$ cat config.mk
export PLATFORM = sky130hd
export DESIGN_NAME = bus_fabric
export DESIGN_NICKNAME = d
export VERILOG_FILES = /design/src/rtl/fabric_pkg.sv /design/src/rtl/bus_addr_decode.sv /design/src/rtl/bus_fabric.sv
export SDC_FILE = /design/constraint.sdc
export NUM_CORES = 1
export LEC_CHECK = 0
export CAP_MARGIN = 20
export CORE_AREA = 2 2 151 153
export DETAILED_ROUTE_END_ITERATION = 8
export DIE_AREA = 0 0 153 155
export RECOVER_POWER = 100
export SYNTH_ARGS = -nofsm -noshare
export SYNTH_HDL_FRONTEND = slang
export SYNTH_SLANG_ARGS = --single-unit
$ cat constraint.sdc
create_clock -name clk -period 2.1 [get_ports clk]
set_input_delay 0.21 -clock clk [delete_from_list [all_inputs] [get_ports clk]]
set_output_delay 0.21 -clock clk [all_outputs]
set_load 0.02 [all_outputs]
$ cat src/rtl/fabric_pkg.sv
// Shared types and the default SoC memory map
// for the data-bus fabric.
package fabric_pkg;

  typedef enum logic [1:0] {
    CAUSE_NONE     = 2'd0,
    CAUSE_UNMAPPED = 2'd1,
    CAUSE_RO_WRITE = 2'd2,
    CAUSE_TIMEOUT  = 2'd3
  } cause_e;

  localparam int DEF_N_TGT = 5;
  localparam int DEF_AW    = 32;

  // Slot 0 sits in the LSBs: rom, fram, ram, pwr, uart.
  localparam logic [DEF_N_TGT*DEF_AW-1:0] DEF_BASES = {
    32'h4000_1000,
    32'h4000_0000,
    32'h2000_0000,
    32'h1000_0000,
    32'h0000_0000
  };

  localparam logic [DEF_N_TGT*DEF_AW-1:0] DEF_MASKS = {
    32'hFFFF_F000,
    32'hFFFF_F000,
    32'hFF00_0000,
    32'hFF00_0000,
    32'hFF00_0000
  };

endpackage

$ cat src/rtl/bus_addr_decode.sv
// Base/mask address decoder with
// lowest-index priority on overlapping windows.
module bus_addr_decode
  import fabric_pkg::*;
#(
  parameter int N_TGT  = DEF_N_TGT,
  parameter int ADDR_W = DEF_AW,
  parameter logic [N_TGT*ADDR_W-1:0] BASES = DEF_BASES,
  parameter logic [N_TGT*ADDR_W-1:0] MASKS = DEF_MASKS,
  parameter int IDX_W = (N_TGT > 1) ? $clog2(N_TGT) : 1
) (
  input  logic [ADDR_W-1:0] i_addr,
  output logic [N_TGT-1:0]  o_hit,
  output logic [N_TGT-1:0]  o_sel,
  output logic [IDX_W-1:0]  o_idx,
  output logic              o_any
);

  // Per-window match against base under mask.
  always_comb begin
    o_hit = '0;
    for (int i = 0; i < N_TGT; i++) begin
      o_hit[i] = ((i_addr & MASKS[i*ADDR_W +: ADDR_W])
                  == BASES[i*ADDR_W +: ADDR_W]);
    end
  end

  // Scan high to low so the lowest hit is last written.
  always_comb begin
    o_sel = '0;
    o_idx = '0;
    for (int i = N_TGT - 1; i >= 0; i--) begin
      if (o_hit[i]) begin
        o_sel    = '0;
        o_sel[i] = 1'b1;
        o_idx    = IDX_W'(i);
      end
    end
  end

  assign o_any = |o_hit;

endmodule

$ cat src/rtl/bus_fabric.sv
// Ibex data-port to N-target interconnect with
// registered response, timeouts and an error log.
module bus_fabric
  import fabric_pkg::*;
#(
  parameter int N_TGT  = DEF_N_TGT,
  parameter int ADDR_W = DEF_AW,
  parameter int DATA_W = 32,
  parameter logic [N_TGT*ADDR_W-1:0] BASES = DEF_BASES,
  parameter logic [N_TGT*ADDR_W-1:0] MASKS = DEF_MASKS,
  parameter logic [N_TGT-1:0] RO_MASK = 5'b00001,
  parameter int TIMEOUT = 1023
) (
  input  logic                    clk,
  input  logic                    resetn,
  input  logic                    host_req,
  input  logic                    host_we,
  input  logic [DATA_W/8-1:0]     host_be,
  input  logic [ADDR_W-1:0]       host_addr,
  input  logic [DATA_W-1:0]       host_wdata,
  output logic                    host_gnt,
  output logic                    host_rvalid,
  output logic [DATA_W-1:0]       host_rdata,
  output logic                    host_err,
  output logic [N_TGT-1:0]        tgt_valid,
  output logic [ADDR_W-1:0]       tgt_addr,
  output logic [DATA_W-1:0]       tgt_wdata,
  output logic [DATA_W/8-1:0]     tgt_wstrb,
  input  logic [N_TGT*DATA_W-1:0] tgt_rdata,
  input  logic [N_TGT-1:0]        tgt_ready,
  output logic [7:0]              err_count,
  output logic [ADDR_W-1:0]       last_err_addr,
  output logic [1:0]              last_err_cause
);

  localparam int IDX_W = (N_TGT > 1) ? $clog2(N_TGT) : 1;
  localparam int CW    = $clog2(TIMEOUT + 1);
  localparam logic [CW-1:0] W_MAX = CW'(TIMEOUT);

  logic [N_TGT-1:0]  w_hit;
  logic [N_TGT-1:0]  w_sel;
  logic [IDX_W-1:0]  w_idx;
  logic              w_any;
  logic              w_ro;
  logic              w_ok;
  logic              w_unmapped;
  logic              w_ro_wr;
  logic              w_timeout;
  logic              w_err_gnt;

  logic [CW-1:0]     r_wait;
  logic              r_rvalid;
  logic [DATA_W-1:0] r_rdata;
  logic              r_err;
  logic [7:0]        r_err_cnt;
  logic [ADDR_W-1:0] r_err_addr;
  cause_e            r_cause;

  bus_addr_decode #(
    .N_TGT  (N_TGT),
    .ADDR_W (ADDR_W),
    .BASES  (BASES),
    .MASKS  (MASKS),
    .IDX_W  (IDX_W)
  ) u_dec (
    .i_addr (host_addr),
    .o_hit  (w_hit),
    .o_sel  (w_sel),
    .o_idx  (w_idx),
    .o_any  (w_any)
  );

  assign w_ro       = w_any & RO_MASK[w_idx];
  assign w_ro_wr    = host_req & host_we & w_ro;
  assign w_unmapped = host_req & ~(|w_hit);

  assign tgt_valid  = host_req
                    ? (w_sel & ~{N_TGT{host_we & w_ro}})
                    : '0;
  assign tgt_addr   = host_addr;
  assign tgt_wdata  = host_wdata;
  assign tgt_wstrb  = host_we ? host_be : '0;

  // Only the winner's ready counts; others are ignored.
  assign w_ok       = tgt_valid[w_idx] & tgt_ready[w_idx];
  assign w_timeout  = (r_wait == W_MAX) & ~w_ok;
  assign host_gnt   = host_req
                    & (w_ok | w_unmapped | w_ro_wr | w_timeout);
  assign w_err_gnt  = host_gnt & ~w_ok;

  // Wait counter: counts stalled cycles of a pending request.
  always_ff @(posedge clk) begin
    if (!resetn) begin
      r_wait <= '0;
    end else if (host_gnt || !host_req) begin
      r_wait <= '0;
    end else begin
      r_wait <= r_wait + 1'b1;
    end
  end

  // Response register, reloaded every cycle.
  always_ff @(posedge clk) begin
    if (!resetn) begin
      r_rvalid <= 1'b0;
      r_rdata  <= '0;
      r_err    <= 1'b0;
    end else begin
      r_rvalid <= host_gnt;
      r_rdata  <= (w_ok && !host_we)
                ? tgt_rdata[w_idx*DATA_W +: DATA_W]
                : '0;
      r_err    <= w_err_gnt;
    end
  end

  // Error log: saturating count plus last address/cause.
  always_ff @(posedge clk) begin
    if (!resetn) begin
      r_err_cnt  <= '0;
      r_err_addr <= '0;
      r_cause    <= CAUSE_NONE;
    end else if (w_err_gnt) begin
      if (r_err_cnt != 8'hFF) begin
        r_err_cnt <= r_err_cnt + 8'd1;
      end
      r_err_addr <= host_addr;
      if (w_unmapped) begin
        r_cause <= CAUSE_UNMAPPED;
      end else if (w_ro_wr) begin
        r_cause <= CAUSE_RO_WRITE;
      end else begin
        r_cause <= CAUSE_TIMEOUT;
      end
    end
  end

  assign host_rvalid    = r_rvalid;
  assign host_rdata     = r_rdata;
  assign host_err       = r_err;
  assign err_count      = r_err_cnt;
  assign last_err_addr  = r_err_addr;
  assign last_err_cause = r_cause;

endmodule
==> reports/metrics.yaml <==
grt-ovfl-total: 0
dr.pass1.iters: 4
clk_pin_slew_ns: 0.07
grt_pass1_wl_um: 31300
port-buffer-count: 322
comb_power_share_pct: 23.3
finalNonFillerCells: 1215
worstSetupPathType: "register to output port"
synth_cell_types: 54
swShare_pct: 27.3
pwr-share-seq_pct: 39.3
die-height_um: 155
synth_commonest_cells: "nand2_1 (146), dfxtp_1 (86), nand3_1 (75)"
cp-start-kind: "register"
clkSinkCount: 86
grt_usage_pct: 17.1
p_leak_nw: 3.86
finalCriticalPeriod_ns: 2.18
violations: "negative setup slack"
cap_violations: 0
diodes: 0
synth_edf_count: 0
syn_area_per_cell_um2: 8.26
core-area_um2: 22200
tns_ns: -0.106
synth_top_area_share_pct: 34.1
crit_end: "host_gnt"
power_frac_clock_pct: 37.5
dpl.cell_count: 1181
die_w_um: 153
fin_crit_sh_pct: 104
p_per_area_nw_per_um2: 474
yosys.area.top_type: "dfxtp_1"
rr_startpoint: "r_wait[1]$_SDFF_PP0_"
grt_max_degree: 46
setup_viol: 2
yosysSeqAreaShare_pct: 34.1
syn-num-nets: 851
timing.rr.end: "err_count[3]$_SDFFE_PN0P_"
max_freq_mhz: 458
ant_nets: 0
r2r_cells: 10
synth_area_um2: 5050
cp-end-kind: "output port"
clock_latency_ns: 0.35
gp_congestion: 0.783
hold_buffers: 0
cts_made_buffers: 9
cp-startpoint: "r_wait[1]$_SDFF_PP0_"
io_pins: 387
rows: 55
root_buffer: "clkbuf_16"
maxSlewViolCount: 0
post_synth_inst_count: 612
die_area_um2: 23700
ir_drop_mv: 0.329
synth_warnings: 0
relSlewSlack_pct: 73.4
yosysMostFrequentCell: "nand2_1"
drive_gt1_share_pct: 16.6
r2r_slack_ns: -0.02
nets: 1164
status: "complete, but fails checks"
path_max_fanout: 3
fin_skew_ns: 0.00627
drt-total-wl_um: 21500
htree_levels: 3
hold_path.class: "primary input to register"
async_reset_ff_share_pct: 0
place_ws_ns: -0.702
clockBufferDepth: 2
drc: 0
start_util_pct: 22.7
drt-initial-drc-count: 210
setup_slack_ns: -0.0848
vias: 5458
rsz0062_at_grt: "true"
hpwl_um: 16300
tritoncts: "built"
areaGrowthSynthToFinish_pct: 80.8
synth_ff_type: "dfxtp_1"
synth_area_leaders: "dfxtp_1 (34%), nand2_1 (11%), buf_4 (9.8%)"
p_sw_mw: 1.18
cp.arrival_ns: 1.97
wl_per_cell_um: 17.7
viasPerCell: 4.49
p_int_mw: 3.15
worstPathRequired_ns: 1.89
antenna_found_initial: 0
first_global_vias: 5357
hold_viol: 0
tightest_slew_ns: 0.398
ys_ff_latch: 86
==> stage by stage <==
stage | total power, mW | utilization (%) | hold slack [ns] | cell area (um^2)
after floorplan | 2.21 | - | 0.306 | 5060
after global placement | 2.74 | 38.6 | 0.420 | 8580
after detailed placement | 2.74 | 38.6 | 0.420 | 8580
after CTS | 4.40 | 40.4 | 0.249 | 8970
after global routing | 4.53 | 41.1 | 0.261 | 9140
final | 4.33 | 41.1 | 0.215 | 9140
==> how the worst min path moves through the flow <==
stage / startpoint / slack (ns) / to / cells past startpoint
floorplan: tgt_ready[3] / 0.31 / host_err$_SDFF_PN0_ / 1
global placement: host_wdata[17] / 0.42 / tgt_wdata[17] / 0
detailed placement: host_wdata[17] / 0.42 / tgt_wdata[17] / 0
CTS: host_addr[31] / 0.25 / last_err_addr[31]$_SDFFE_PN0P_ / 4
global route: host_addr[13] / 0.26 / last_err_addr[13]$_SDFFE_PN0P_ / 3
finish: host_addr[13] / 0.21 / last_err_addr[13]$_SDFFE_PN0P_ / 3
==> critical path, cell delays in order, from the launching register on <==
cell,delay [ns]
dfxtp_2,0.34
ha_4,0.17
nand2_4,0.06
nor2_4,0.03
a32o_2,0.26
a21o_1,0.17
a221o_1,0.30
and2_4,0.17
buf_6,0.13
==> power by group through the flow <==
| stage | clock network, mW | registers (mW) | logic (mW) |
|---|---|---|---|
| final | 1.62 | 1.70 | 1.01 |
| after CTS | 1.69 | 1.70 | 1.01 |
| after global routing | 1.75 | 1.71 | 1.07 |
| after floorplan | 0 | 1.80 | 0.410 |
| after global placement | 0 | 1.74 | 0.999 |
| after detailed placement | 0 | 1.74 | 1.00 |
==> repair_timing <==
action | 4_1_cts | 5_1_grt
setup buffers | 7 | 9
cloned | 0 | 2
endpoints found under the setup margin | 88 | 67
pin swaps | 11 | 12
gates resized for setup | 59 | 28
==> area by class of cell <==
type                            instances  area (um^2)
Fill cell                            2287        13100
Timing Repair Buffer                  407         4050
Multi-Input combinational cell        416         2700
Sequential cell                        86         1730
Tap cell                              285          357
Clock buffer                           10          239
Clock inverter                          6         52.6
Inverter                                5         18.8
==> layout by cell type (no fill, tap or decap), types with 4 or more instances in the layout <==
master,synthesis,final
inv_1,5,5
nand3_1,75,74
clkdlybuf4s50_1,0,198
nor2_1,19,16
dlygate4sd2_1,0,8
nand2_1,146,144
clkbuf_16,0,11
mux2i_1,35,35
dlygate4sd3_1,0,99
nor2b_1,35,35
xor2_1,5,5
o2111a_1,32,32
buf_2,14,4
and2_1,5,4
a21oi_1,5,4
dfxtp_1,86,83
clkbuf_2,0,7
nor4_2,2,4
buf_12,1,17
buf_4,66,67
==> cell families (layout without fill, tap and decap cells) <==
kind of cell	Yosys count	after routing	synth area share [%]
XOR/XNOR	8	8	1.39
multiplexers	35	35	6.93
AND/OR/NAND/NOR	309	309	29.4
flip-flops	86	86	34.1
adder cells (fa/ha/maj)	2	2	0.495
AO/OA/AOI/OAI	62	62	12.0
buffers and inverters	110	428	15.7
==> metal layers <==
metal | vias up | wire [um] | global-route usage, %
li1 | 2675 | - | -
met5 | - | 0 | 0
met2 | 258 | 10800 | 31.4
met4 | 0 | 367 | 5.07
met3 | 22 | 1700 | 5.35
met1 | 2503 | 8660 | 19.1
==> registers in the layout (all words and copies together), names as in the netlist <==
| signal | cells |
|---|---|
| last_err_addr | 32 |
| host_rvalid | 1 |
| r_wait | 10 |
| last_err_cause | 2 |
| err_count | 8 |
| host_rdata | 32 |
| host_err | 1 |
(Power assumes the default switching activity.)
